`src/rtl/pwm_multichannel.sv`:
```
// Multi-channel PWM on one shared carrier with shadowed period/mode/compare and complementary A/B outputs.
// Optional dead-time insertion is built when the macro PWM_DEADTIME_EN is defined.
module pwm_multichannel #(
   parameter int CNT_W = 16,
   parameter int NCH   = 3,
   parameter int DT_W  = 8
) (
   input  logic                 clk,
   input  logic                 reset,
   input  logic                 en,
   input  logic [7:0]           prescale,
   input  logic [CNT_W-1:0]     period,
   input  logic [1:0]           count_mode,
   input  logic [1:0]           load_mode,
   input  logic [NCH*CNT_W-1:0] compare,
   input  logic [DT_W-1:0]      dt_a,
   input  logic [DT_W-1:0]      dt_b,
   input  logic [NCH-1:0]       pol_a,
   input  logic [NCH-1:0]       pol_b,
   output logic [NCH-1:0]       pwm_a,
   output logic [NCH-1:0]       pwm_b,
   output logic [CNT_W-1:0]     carrier,
   output logic                 evt
);

   localparam logic [1:0] MODE_UP   = 2'b00;
   localparam logic [1:0] MODE_DOWN = 2'b01;
   localparam logic [1:0] MODE_UPDN = 2'b10;
   localparam logic [1:0] MODE_HOLD = 2'b11;
   localparam logic [CNT_W-1:0] CNT_ONE = {{(CNT_W-1){1'b0}}, 1'b1};

   logic [7:0]           r_pre;
   logic [CNT_W-1:0]     r_carrier;
   logic                 r_dir_up;
   logic [CNT_W-1:0]     r_period_sh;
   logic [1:0]           r_mode_sh;
   logic [NCH*CNT_W-1:0] r_cmp_sh;
   logic [NCH-1:0]       r_master;
   logic [NCH-1:0]       r_raw_a;
   logic [NCH-1:0]       r_raw_b;
   logic                 r_evt;

   logic [CNT_W-1:0]     w_next;
   logic                 w_next_dir_up;
   logic                 w_tick;
   logic                 w_zero_evt;
   logic                 w_per_evt;
   logic                 w_load;

   assign w_tick = en && (r_pre >= prescale);

   always_comb begin
      w_next        = r_carrier;
      w_next_dir_up = r_dir_up;
      case (r_mode_sh)
         MODE_UP:   w_next = (r_carrier >= r_period_sh) ? '0 : r_carrier + CNT_ONE;
         MODE_DOWN: w_next = ((r_carrier == '0) || (r_carrier > r_period_sh)) ? r_period_sh
                                                                              : r_carrier - CNT_ONE;
         MODE_UPDN: begin
            if (r_period_sh == '0) begin
               w_next        = '0;
               w_next_dir_up = 1'b1;
            end else if (r_dir_up) begin
               if (r_carrier >= r_period_sh) begin
                  w_next        = r_period_sh - CNT_ONE;
                  w_next_dir_up = 1'b0;
               end else begin
                  w_next = r_carrier + CNT_ONE;
               end
            end else if (r_carrier == '0) begin
               w_next        = CNT_ONE;
               w_next_dir_up = 1'b1;
            end else begin
               w_next = r_carrier - CNT_ONE;
            end
         end
         default: w_next = r_carrier;
      endcase
   end

   // Events fire on the tick that moves the carrier onto zero / period; a held carrier never fires.
   assign w_zero_evt = w_tick && (r_mode_sh != MODE_HOLD) && (w_next == '0);
   assign w_per_evt  = w_tick && (r_mode_sh != MODE_HOLD) && (w_next == r_period_sh);
   assign w_load     = !en || (load_mode == 2'b00) ||
                       (load_mode[0] && w_zero_evt) || (load_mode[1] && w_per_evt);

   always_ff @(posedge clk or negedge reset) begin
      if (!reset) begin
         r_pre       <= '0;
         r_carrier   <= '0;
         r_dir_up    <= 1'b1;
         r_period_sh <= '0;
         r_mode_sh   <= MODE_UP;
         r_cmp_sh    <= '0;
         r_evt       <= 1'b0;
      end else begin
         r_pre <= (!en || w_tick) ? 8'd0 : r_pre + 8'd1;
         if (!en) begin
            r_carrier <= (r_mode_sh == MODE_DOWN) ? r_period_sh : '0;
            r_dir_up  <= 1'b1;
         end else if (w_tick) begin
            r_carrier <= w_next;
            r_dir_up  <= w_next_dir_up;
         end
         if (w_load) begin
            r_period_sh <= period;
            r_mode_sh   <= count_mode;
            r_cmp_sh    <= compare;
         end
         r_evt <= en && ((load_mode == 2'b00) ? w_zero_evt : w_load);
      end
   end

   always_ff @(posedge clk or negedge reset) begin
      if (!reset) begin
         r_master <= '0;
      end else begin
         for (int i = 0; i < NCH; i++) begin
            r_master[i] <= (r_carrier < r_cmp_sh[i*CNT_W +: CNT_W]);
         end
      end
   end

`ifdef PWM_DEADTIME_EN
   localparam logic [DT_W-1:0] DT_ONE = {{(DT_W-1){1'b0}}, 1'b1};
   logic [DT_W-1:0] r_dt_cnt_a [NCH];
   logic [DT_W-1:0] r_dt_cnt_b [NCH];

   // Each side counts how long its level has been asserted; it only rises once the count reaches its dead time.
   always_ff @(posedge clk or negedge reset) begin
      if (!reset) begin
         r_raw_a <= '0;
         r_raw_b <= '0;
         for (int i = 0; i < NCH; i++) begin
            r_dt_cnt_a[i] <= '0;
            r_dt_cnt_b[i] <= '0;
         end
      end else begin
         for (int i = 0; i < NCH; i++) begin
            if (!en) begin
               r_raw_a[i]    <= 1'b0;
               r_raw_b[i]    <= 1'b0;
               r_dt_cnt_a[i] <= '0;
               r_dt_cnt_b[i] <= '0;
            end else if (r_master[i]) begin
               r_raw_b[i]    <= 1'b0;
               r_dt_cnt_b[i] <= '0;
               if (r_dt_cnt_a[i] >= dt_a) r_raw_a[i] <= 1'b1;
               else                       r_dt_cnt_a[i] <= r_dt_cnt_a[i] + DT_ONE;
            end else begin
               r_raw_a[i]    <= 1'b0;
               r_dt_cnt_a[i] <= '0;
               if (r_dt_cnt_b[i] >= dt_b) r_raw_b[i] <= 1'b1;
               else                       r_dt_cnt_b[i] <= r_dt_cnt_b[i] + DT_ONE;
            end
         end
      end
   end
`else
   logic w_unused_dt;
   assign w_unused_dt = ^{dt_a, dt_b};

   always_ff @(posedge clk or negedge reset) begin
      if (!reset) begin
         r_raw_a <= '0;
         r_raw_b <= '0;
      end else begin
         r_raw_a <= en ? r_master  : '0;
         r_raw_b <= en ? ~r_master : '0;
      end
   end
`endif

   // Polarity stays combinational so the outputs show pol_a/pol_b during reset.
   assign pwm_a   = r_raw_a ^ pol_a;
   assign pwm_b   = r_raw_b ^ pol_b;
   assign carrier = r_carrier;
   assign evt     = r_evt;

endmodule

```
`config.mk`:
```
export PLATFORM = sky130hd
export DESIGN_NAME = pwm_multichannel
export DESIGN_NICKNAME = d
export VERILOG_FILES = /design/src/rtl/pwm_multichannel.sv
export SDC_FILE = /design/constraint.sdc
export NUM_CORES = 1
export LEC_CHECK = 0
export ABC_AREA = 1
export BUFFER_PORTS_ARGS = -buffer_cell sky130_fd_sc_hd__buf_2
export CORE_MARGIN = 8
export CORE_UTILIZATION = 45
export CTS_CLUSTER_SIZE = 28
export DETAILED_ROUTE_END_ITERATION = 10
export GPL_TIMING_DRIVEN = 0
export PLACE_DENSITY_LB_ADDON = 0.08
export SLEW_MARGIN = 25
export SYNTH_ARGS = -nofsm -noshare
export SYNTH_HDL_FRONTEND = slang
export SYNTH_SLANG_ARGS = --single-unit
```
`constraint.sdc`:
```
create_clock -name clk -period 4.2 [get_ports clk]
set_clock_uncertainty 0.2 [all_clocks]
set_input_delay 0.84 -clock clk [delete_from_list [all_inputs] [get_ports clk]]
set_output_delay 0.84 -clock clk [all_outputs]
set_load 0.05 [all_outputs]
```
==> results of run 1 <==
-- final timing paths --
| check | slack, ns | start | cells past startpoint | to |
|---|---|---|---|---|
| worst max register to register | 0.26 | carrier[8]$_DFFE_PN0N_ | 21 | r_cmp_sh[15]$_DFFE_PN0N_ |
| min in group clk | 0.24 | r_master[2]$_DFF_PN0_ | 1 | r_raw_b[2]$_DFF_PN0_ |
| worst min-delay path | 0.15 | reset | 1 | r_cmp_sh[38]$_DFFE_PN0N_ |
| worst max-delay path | 0.26 | carrier[8]$_DFFE_PN0N_ | 21 | r_cmp_sh[15]$_DFFE_PN0N_ |
| worst min register to register | 0.24 | r_master[2]$_DFF_PN0_ | 1 | r_raw_b[2]$_DFF_PN0_ |
| max in group asynchronous | 2.97 | reset | 2 | r_dir_up$_DFFE_PN1P_ |
-- worst max-delay path: stages (launching register included) --
cell and delay, ns:
dfrtp_1 0.64, ha_1 0.42, nand3_1 0.11, nor2_4 0.18
nand2_2 0.15, nand2_2 0.12, nand2_4 0.10, nand2_4 0.13
buf_6 0.17, nand2_1 0.06, nand3_1 0.07, nand3_1 0.19
nand3_1 0.12, o21ai_1 0.06, nor2_1 0.13, nand2_1 0.08
nor2_2 0.13, nand3_4 0.16, buf_4 0.24, buf_2 0.20
nand3_1 0.11, nand2_1 0.05
-- final cells by class --
type,instances,area [um^2],share of cell area
flip-flops and latches,101,2560,0.264
clock inverters,5,57.6,0.00595
repair buffers,116,629,0.0650
inverters,127,488,0.0504
plain buffers,48,309,0.0319
clock buffers,11,253,0.0261
multi-input cells,924,5090,0.526
well taps,234,293,0.0302
-- metal layers --
| metal | part of all wire | up-vias | GRT usage |
|---|---|---|---|
| li1 | - | 4180 | - |
| met1 | 0.44 | 3972 | 0.331 |
| met2 | 0.46 | 291 | 0.409 |
| met3 | 0.056 | 65 | 0.0301 |
| met4 | 0.042 | 0 | 0.115 |
| met5 | 0 | - | 0 |
-- what timing repair did --
item,4_1_cts,5_1_grt
gates resized for setup,1,43
setup endpoints to repair,40,67
pin swaps,0,3
setup buffers,0,8
endpoints found under the hold margin,0,0
-- stage by stage --
stage | instance area [um^2] | power [mW] | std cells | hold WS, ns | setup WS (ns)
after global placement | 9200 | 2.53 | 1542 | 0.226 | -0.163
after detailed placement | 9230 | 2.55 | 1543 | 0.225 | -0.152
after CTS | 9540 | 3.42 | 1558 | 0.152 | 0.0147
final | 9680 | 3.45 | 1566 | 0.149 | 0.259
after floorplan | 8370 | 2.11 | 1201 | 0.204 | 0.743
after global routing | 9680 | 3.67 | 1566 | 0.160 | -0.0182
-- cells in the mapped netlist, drive strengths merged, types with 3 or more instances --
| cell type | instances |
|---|---|
| buf | 32 |
| clkbuf | 17 |
| o211ai | 7 |
| nand4 | 29 |
| o21ai | 14 |
| a21boi | 3 |
| nand2 | 371 |
| a2111oi | 3 |
| dfrtp | 100 |
| nand3b | 4 |
| a21oi | 49 |
| nand3 | 163 |
| inv | 127 |
| a21o | 4 |
| a211oi | 5 |
| ha | 75 |
| nor3 | 10 |
| nor2 | 124 |
| xor2 | 41 |
| o221ai | 14 |
-- power by group through the flow --
stage	combinational [mW]	clock (mW)	sequential [mW]
after floorplan	0.914	0	1.20
after global placement	1.32	0	1.21
after detailed placement	1.34	0	1.21
after CTS	1.34	0.887	1.19
after global routing	1.54	0.920	1.21
final	1.38	0.866	1.20
-- state kept, by name (all words and copies together), names as in the netlist --
signal,cells
r_cmp_sh,48
carrier,16
r_period_sh,16
r_pre,8
r_master,3
r_raw_a,3
r_raw_b,3
r_mode_sh,2
evt,1
r_dir_up,1
-- cell usage in the layout, fill, tap and decap left out, drive strengths merged, types with 2 or more instances in the layout --
cell / n
nor3: 10
o221ai: 14
nand2: 371
nand3: 163
a21o: 4
xor2: 41
inv: 127
o21ai: 14
clkinv: 3
a21oi: 49
a31oi: 2
buf: 144
nand3b: 4
a21boi: 3
clkbuf: 31
a211oi: 5
dfrtp: 100
ha: 75
o211ai: 7
nor2: 124
a2111oi: 3
o21bai: 2
nand4: 29
-- cell families after synthesis --
kind of cell    Yosys count  share of synthesized area
simple gates            702                      0.368
buf+inv                 176                     0.0929
fa+ha+maj                75                      0.112
xor+xnor                 42                     0.0440
compound gates          105                     0.0805
flops                   101                      0.302
==> flow_summary_export.csv, run 1 <==
group,metric,value,unit
status,outcome,"completed",
power_and_ir_drop,comb_power_share,0.402,
timing,maxSlewHeadroom,0.398,
global_routing,grt_usage,0.252,
job,drv_cap,0,
cts,numCtsBuffers,9,
timing,fmax,254,MHz
logic_synthesis,synth_edf_count,0,
logic_synthesis,synth_nets,1377,
logic_synthesis,mappedNetlistArea,8370,um^2
floorplan,rows,50,
global_routing,grt_max_degree,74,
timing,worst_pin_slew,0.900,ns
placed_design,dpl.hpwl,22700,um
logic_synthesis,synth-async-reset-ratio,1.00,
cells_and_area,final_nets,1503,
logic_synthesis,synth_area_leaders,"dfrtp_1 (30%), nand2_1 (16%), ha_1 (11%)",
logic_synthesis,syn_avg_cell_area,6.97,um^2
routing,drtAntennaViolNets,0,
power_and_ir_drop,p_int,2.03,mW
cts,clk_path_buf_depth,2,
power_and_ir_drop,power.leakage,5.21,nW
critical_path,cp-start-kind,"flop",
cts,root_buffer,"clkbuf_16",
routing,wl,29500,um
placed_design,io_buffers,107,
routing,routedWlPerCell,18.8,um
timing,min_period,3.94,ns
logic_synthesis,ys_seq_area_frac,0.302,
critical_path,critical_path_class,"flop to flop",
logic_synthesis,syn_inst,1201,
routing,initialDrtViolationCount,651,
cells_and_area,post-route-util,0.525,
global_routing,grt_pass1_vias,8211,
timing,finalCritPeriodShare,0.938,
critical_path,crit_path_end_kind,"flop",
global_routing,antenna_found_initial,0,
power_and_ir_drop,switching_power,1.42,mW
logic_synthesis,synth_flop_cell,"dfrtp_1",
worst_hold_path,hold_class,"primary input to asynchronous set/reset pin",
floorplan,die_x,152,um
power_and_ir_drop,clkPwrFrac,0.251,
cts,cts.sinks,101,
logic_synthesis,yosys_warnings,0,
floorplan,start_util,0.453,
timing,slew_viol_final,0,
cts,cts_tree,"done",
logic_synthesis,synth.largest_area_cell,"dfrtp_1",
logic_synthesis,synth_top_area_frac,0.299,
power_and_ir_drop,seq_power_share,0.347,
floorplan,die_height,152,um
global_routing,grt_first_pass_wirelength,45800,um
routing,first_pass_iters,5,
routing,vias,8508,
timing,setup_viol,0,
logic_synthesis,ys_types,43,
cts,cts.clk_slew.worst_paths,0.07,ns
routing,via_per_inst,5.43,
cells_and_area,fillCellCount,1910,
power_and_ir_drop,power_per_cell_area,356,nW/um^2
global_routing,overflow,0,
critical_path,required,4.24,ns
cts,hold_buffers,0,
cells_and_area,n_antenna_cell,0,
timing,hold_viol,0,
cells_and_area,syn_to_final_growth,15.7,%
cells_and_area,drive_above_1_share,0.171,
logic_synthesis,ys_ff_latch,101,
placed_design,place_congestion,0.962,
floorplan,design.die.area,23200,um^2
critical_path,cp_data_arrival_time,3.98,ns
routing,drc_errors,0,
floorplan,core_area,18500,um^2
critical_path,crit_fanout,10,
floorplan,ios,124,
power_and_ir_drop,sw_frac_of_total,0.411,
power_and_ir_drop,vdd_drop_max,222,uV
cts,clkLatencyLatePin,0.35,ns
timing,setup_tns,0,ns
cts,ctsHtreeMaxLevel,3,
Note: power is estimated with default switching activity, not from simulation.
==> inputs of run 2 (changes only) <==
- ABC_AREA: 1 -> 0
==> run 2 against run 1 <==
  * The run now ends with negative setup slack left
  * Register-to-register slack got worse by 0.89 ns
  * Worst setup slack got worse by 0.89 ns
  * Synthesized cell count is 22% lower
  * Maximum frequency shrank 18%
  * Non-clock buffer count rose by 61
  * Area after synthesis is 3.3% higher
  * Critical path depth unchanged
==> flow_summary_export.csv, run 2 <==
group,metric,value,unit
global_routing,grt_first_pass_wirelength,49700,um
placed_design,io_buffers,106,
timing,slew_viol_final,0,
floorplan,die_x,155,um
critical_path,required,4.25,ns
cells_and_area,fin_area,10900,um^2
placed_design,place_inst,1274,
timing,hold_viol,0,
critical_path,rrSetupSlack,-0.63,ns
power_and_ir_drop,switching_power,1.55,mW
status,outcome,"finished, violations left",
floorplan,die_height,155,um
timing,fmax,207,MHz
logic_synthesis,synth_flop_cell,"dfrtp_1",
critical_path,reg2regPathDepth,21,
critical_path,cp-start-kind,"flop",
floorplan,start_util,0.461,
routing,via_per_inst,6.23,
timing,postLayoutSetupSlackWorst,-0.634,ns
global_routing,antenna_found_initial,0,
status,violations,"negative setup slack",
cells_and_area,final_nets,1286,
logic_synthesis,synth_area_leaders,"dfrtp_1 (29%), ha_1 (11%), mux2_4 (6.9%)",
logic_synthesis,synth_most_common_cell,"dfrtp_1",
cells_and_area,final_common_cell,"buf_2",
floorplan,design.die.area,23900,um^2
placed_design,dpl.hpwl,24000,um
power_and_ir_drop,power_per_cell_area,348,nW/um^2
worst_hold_path,hold_class,"primary input to asynchronous set/reset pin",
cts,clk_path_buf_depth,2,
critical_path,slowest_delay,0.41,ns
logic_synthesis,syn_inst,933,
cells_and_area,mostFrequentLayoutCells,"buf_2 (113), dfrtp_1 (82), ha_1 (71), inv_1 (67), buf_4 (57)",
global_routing,overflow,0,
timing,min_period,4.83,ns
critical_path,rr_startpoint,"r_period_sh[15]$_DFFE_PN0N_",
floorplan,rows,50,
cells_and_area,n_antenna_cell,0,
timing,finalCritPeriodShare,1.15,
cells_and_area,largest_register,"r_cmp_sh",
logic_synthesis,syn_avg_cell_area,9.26,um^2
floorplan,ios,124,
placed_design,place_congestion,1.02,
cts,clkLatencyLatePin,0.37,ns
critical_path,rr_endpoint,"r_cmp_sh[23]$_DFFE_PN0N_",
logic_synthesis,ys_seq_area_frac,0.293,
cells_and_area,largest_reg_flops,48,
floorplan,core_area,18800,um^2
cts,hold_buffers,0,
timing,rsz0062_at_grt,"true",
logic_synthesis,synth_edf_count,0,
global_routing,grt_max_degree,68,
timing,setup_viol,66,
routing,drtAntennaViolNets,0,
timing,hold-worst-slack,0.146,ns
timing,worst_pin_slew,0.983,ns
power_and_ir_drop,comb_power_share,0.448,
cts,ctsHtreeMaxLevel,3,
critical_path,cp_data_arrival_time,4.88,ns
power_and_ir_drop,p_int,2.26,mW
routing,drc_errors,0,
logic_synthesis,synth-async-reset-ratio,1.00,
cells_and_area,drive_above_1_share,0.350,
critical_path,crit_fanout,5,
routing,initialDrtViolationCount,982,
placed_design,pre_cts_slack,-1.29,ns
cts,cts_tree,"done",
critical_path,crit_path_end_kind,"flop",
critical_path,crit_slowest_cell,"dfrtp_1",
power_and_ir_drop,vdd_drop_max,208,uV
power_and_ir_drop,seq_power_share,0.306,
placed_design,placed_area,9570,um^2
logic_synthesis,yosys_warnings,0,
logic_synthesis,ys_ff_latch,101,
logic_synthesis,mappedNetlistArea,8640,um^2
logic_synthesis,synth.largest_area_cell,"dfrtp_1",
cells_and_area,post-route-util,0.583,
logic_synthesis,synth_common_cells,"dfrtp_1 (100), inv_1 (81), ha_1 (75)",
power_and_ir_drop,clkPwrFrac,0.246,
cts,numCtsBuffers,9,
cts,root_buffer,"clkbuf_16",
logic_synthesis,synth_nets,1109,
logic_synthesis,ys_types,80,
job,drv_cap,0,
power_and_ir_drop,power.leakage,5.24,nW
power_and_ir_drop,sw_frac_of_total,0.407,
cts,cts.clk_slew.worst_paths,0.08,ns
global_routing,grt_pass1_vias,8164,
timing,maxSlewHeadroom,0.342,
routing,routedWlPerCell,24.4,um
routing,wl,32900,um
critical_path,critical_path_class,"flop to flop",
global_routing,grt_usage,0.274,
critical_path,cp_cell_sequence,"clkbuf_8, inv_8, ha_4, nand4_1, buf_6, or2_4, or3_4, o31a_1, buf_6, o211ai_1, nand4_1, buf_4, nor4b_2, nand4_1, o22ai_2, a211oi_4, buf_6, buf_12, buf_12, buf_12, mux2_4",
routing,vias,8405,
cells_and_area,fin_cells,1349,
routing,first_pass_iters,6,
logic_synthesis,synth_top_area_frac,0.290,
cts,cts.sinks,101,
cells_and_area,syn_to_final_growth,26.5,%
run 2: changes by cell type after synthesis, moves of 24 or more:
cell	before	now
xnor2_1	1	32
nand3_1	160	32
a21o_1	4	28
nand2_1	366	46
nor2_1	109	52
mux2_2	0	26
inv_1	123	81
o31ai_1	0	24
mux2_4	0	40
run 2: power by group through the flow:
stage	Clock [mW]	Combinational, mW	Sequential [mW]
2_1_floorplan	0	0.926	1.20
3_3_place_gp	0	1.39	1.19
3_5_place_dp	0	1.40	1.19
4_1_cts	0.953	1.64	1.16
5_1_grt	0.989	1.81	1.18
6_report	0.938	1.71	1.16
run 2: worst max-delay path, delay by kind of cell (launching register included):
kind | cells | cell delay (ns)
muxes | 1 | 0.29
AOI/OAI and AO/OA | 4 | 0.71
adders and majority gates | 1 | 0.25
and+or+nand+nor | 6 | 1.51
buffers and inverters | 9 | 1.33
DFF | 1 | 0.41
run 2: final cells by class:
type / count / area [um^2]
Timing Repair Buffer: 169 / 1130
Buffer: 56 / 420
Fill cell: 1715 / 7830
Multi-Input combinational cell: 691 / 5900
Clock buffer: 10 / 239
Clock inverter: 6 / 77.6
Tap cell: 234 / 293
Inverter: 82 / 333
Sequential cell: 101 / 2550
run 2: how the worst max path moves through the flow:
| stage | from | end | slack [ns] | cells past startpoint |
|---|---|---|---|---|
| after floorplan | carrier[0]$_DFFE_PN0N_ | r_cmp_sh[10]$_DFFE_PN0N_ | 0.009 | 16 |
| after global placement | r_period_sh[7]$_DFFE_PN0N_ | r_cmp_sh[17]$_DFFE_PN0N_ | -1.43 | 16 |
| after detailed placement | r_period_sh[7]$_DFFE_PN0N_ | r_cmp_sh[34]$_DFFE_PN0N_ | -1.29 | 16 |
| after CTS | r_period_sh[15]$_DFFE_PN0N_ | r_cmp_sh[25]$_DFFE_PN0N_ | -0.41 | 21 |
| after global routing | r_period_sh[15]$_DFFE_PN0N_ | r_cmp_sh[21]$_DFFE_PN0N_ | -0.68 | 21 |
| final | r_period_sh[15]$_DFFE_PN0N_ | r_cmp_sh[23]$_DFFE_PN0N_ | -0.63 | 21 |
run 2: stage by stage:
stage	setup TNS, ns	power, mW
after detailed placement	-82.08	2.58
after floorplan	0	2.13
after CTS	-22.63	3.75
final	-35.00	3.81
after global placement	-91.74	2.58
after global routing	-40.31	3.97
run 2: cells by family (layout without fill, tap and decap cells):
| logic type | Yosys count | after routing | synth area share |
|---|---|---|---|
| simple gates | 275 | 275 | 0.180 |
| compound gates | 221 | 221 | 0.187 |
| buf+inv | 141 | 323 | 0.0741 |
| flops | 101 | 101 | 0.293 |
| fa+ha+maj | 75 | 75 | 0.109 |
| mux | 70 | 70 | 0.108 |
| xor+xnor | 50 | 50 | 0.0507 |
run 2: repair_timing:
| action | 4_1_cts | 5_1_grt |
|---|---|---|
| endpoints found under the setup margin | 70 | 66 |
| pin swaps | 37 | 8 |
| resized for setup | 130 | 10 |
| gates cloned | 3 | 0 |
| setup buffers | 56 | 4 |
| hold endpoints to repair | 0 | 0 |
run 2: layer usage:
layer / track usage / vias up / wire [um]
met4: 0.120 / 0 / 1430
li1: - / 3797 / -
met3: 0.0532 / 106 / 2930
met2: 0.415 / 489 / 14400
met1: 0.372 / 4013 / 14200
met5: 0 / - / 0
==> inputs of run 3 (changes only) <==
- SKIP_CTS_REPAIR_TIMING: default -> 1
==> run 3 against run 2 <==
  * Highest routed layer unchanged
  * Global-route usage shrank 1.5 points
  * Non-clock buffer count grew 17
  * Critical path type unchanged
  * Register-to-register slack gained 0.09 ns
  * Worst setup slack gained 0.093 ns
  * Count of clock-buffer cells in the layout is the same
  * The run still ends with negative setup slack left
==> flow_summary_export.csv, run 3 (same netlist as run 2, synthesis figures left out) <==
group,metric,value,unit
routing,drc_errors,0,
global_routing,grt_pass1_vias,7759,
cells_and_area,largest_reg_flops,48,
power_and_ir_drop,power.leakage,5.26,nW
cells_and_area,final_common_cell,"buf_2",
critical_path,crit_fanout,10,
timing,hold-worst-slack,0.146,ns
timing,maxSlewHeadroom,0.348,
global_routing,grt_max_degree,68,
cts,root_buffer,"clkbuf_16",
placed_design,place_congestion,1.02,
critical_path,cp-start-kind,"flop",
power_and_ir_drop,power_per_cell_area,344,nW/um^2
floorplan,core_area,18800,um^2
critical_path,crit_slowest_cell,"or4_4",
cells_and_area,final_nets,1304,
cells_and_area,post-route-util,0.592,
floorplan,rows,50,
cells_and_area,n_antenna_cell,0,
cells_and_area,drive_above_1_share,0.365,
critical_path,slowest_delay,0.60,ns
timing,slew_viol_final,0,
status,outcome,"finished, violations left",
global_routing,antenna_found_initial,0,
floorplan,die_x,155,um
cells_and_area,mostFrequentLayoutCells,"buf_2 (112), dfrtp_1 (83), buf_4 (71), ha_1 (68), inv_1 (67)",
floorplan,start_util,0.461,
timing,hold_viol,0,
timing,fmax,211,MHz
cts,cts.clk_slew.worst_paths,0.08,ns
timing,worst_pin_slew,0.974,ns
timing,setup_viol,66,
status,violations,"negative setup slack",
cts,cts_tree,"done",
worst_hold_path,hold_class,"primary input to asynchronous set/reset pin",
placed_design,dpl.hpwl,24000,um
timing,rsz0062_at_grt,"true",
cts,clk_path_buf_depth,2,
routing,met1_length,14100,um
critical_path,reg2regPathDepth,17,
routing,drtAntennaViolNets,0,
placed_design,io_buffers,106,
critical_path,rr_startpoint,"r_period_sh[3]$_DFFE_PN0N_",
critical_path,rr_endpoint,"r_cmp_sh[15]$_DFFE_PN0N_",
cells_and_area,syn_to_final_growth,28.5,%
critical_path,cp_cell_sequence,"clkbuf_4, clkinvlp_4, ha_4, o211ai_1, a211oi_4, o31a_1, buf_4, nor4_1, or4_4, xnor2_2, o211ai_1, a2111oi_4, a211oi_4, buf_6, buf_12, clkbuf_16, mux2_4",
cts,clkLatencyLatePin,0.37,ns
floorplan,ios,124,
floorplan,die_height,155,um
cts,ctsHtreeMaxLevel,3,
floorplan,design.die.area,23900,um^2
routing,wl,32700,um
placed_design,pre_cts_slack,-1.29,ns
critical_path,crit_path_end_kind,"flop",
timing,min_period,4.74,ns
cts,cts.sinks,101,
routing,top_layer,"met4",
routing,wl_met2,14300,um
routing,vias,8424,
routing,first_pass_iters,7,
cells_and_area,largest_register,"r_cmp_sh",
timing,finalCritPeriodShare,1.13,
global_routing,grt_first_pass_wirelength,47300,um
critical_path,required,4.26,ns
routing,initialDrtViolationCount,854,
critical_path,critical_path_class,"flop to flop",
routing,via_per_inst,6.16,
cts,numCtsBuffers,9,
power_and_ir_drop,vdd_drop_max,203,uV
timing,postLayoutSetupSlackWorst,-0.541,ns
global_routing,grt_usage,0.259,
global_routing,overflow,0,
critical_path,rrSetupSlack,-0.54,ns
routing,routedWlPerCell,23.9,um
job,drv_cap,0,
critical_path,cp_data_arrival_time,4.80,ns
routing,dr_wl_met3,2980,um
-- run 3: cell count changes in the layout (fill, tap and decap cells not counted), moves of 4 or more --
cell        before  now
buf_4           57   71
mux2_2          21   26
mux2_4          45   40
nor4_2           2    7
clkbuf_16        9   13
clkinvlp_4       1    5
-- run 3: power by group --
group          internal, mW  switching [mW]  total, mW  leakage [nW]
Clock                 0.492           0.443      0.935         0.153
Sequential             1.07           0.102       1.17          1.20
Combinational         0.714            1.00       1.72          3.90
-- run 3: stage by stage --
stage	cell area (um^2)	setup TNS (ns)	power [mW]	instances
floorplan	8710	0	2.13	933
global placement	9530	-91.74	2.58	1273
detailed placement	9570	-82.08	2.58	1274
CTS	9880	-87.25	3.53	1290
global route	11100	-35.65	3.99	1367
finish	11100	-31.12	3.82	1367
-- run 3: final cells by class --
class,instances,area (um^2)
Multi-Input combinational cell,692,5920
Sequential cell,101,2550
Clock inverter,6,77.6
Clock buffer,10,239
Tap cell,234,293
Buffer,56,430
Timing Repair Buffer,186,1260
Fill cell,1693,7660
Inverter,82,338
-- run 3: layer usage --
| metal | GRT usage | up-vias |
|---|---|---|
| met1 | 0.355 | 4029 |
| met5 | 0 | - |
| met2 | 0.385 | 459 |
| met4 | 0.120 | 0 |
| met3 | 0.0527 | 93 |
| li1 | - | 3843 |
-- run 3: how the worst max path moves through the flow --
stage                                 from                        to  slack, ns  cells past startpoint
4_1_cts         r_period_sh[7]$_DFFE_PN0N_  r_cmp_sh[17]$_DFFE_PN0N_      -1.36                     16
2_1_floorplan       carrier[0]$_DFFE_PN0N_  r_cmp_sh[10]$_DFFE_PN0N_      0.009                     16
5_1_grt        r_period_sh[15]$_DFFE_PN0N_  r_cmp_sh[13]$_DFFE_PN0N_      -0.60                     21
3_3_place_gp    r_period_sh[7]$_DFFE_PN0N_  r_cmp_sh[17]$_DFFE_PN0N_      -1.43                     16
6_report        r_period_sh[3]$_DFFE_PN0N_  r_cmp_sh[15]$_DFFE_PN0N_      -0.54                     17
3_5_place_dp    r_period_sh[7]$_DFFE_PN0N_  r_cmp_sh[34]$_DFFE_PN0N_      -1.29                     16
-- run 3: critical path: cells and delay by family (launching register included) --
kind | cells | cell delay (ns)
buf+inv | 6 | 1.09
compound gates | 6 | 1.50
mux | 1 | 0.29
xor+xnor | 1 | 0.17
fa+ha+maj | 1 | 0.33
simple gates | 2 | 0.67
flops | 1 | 0.34
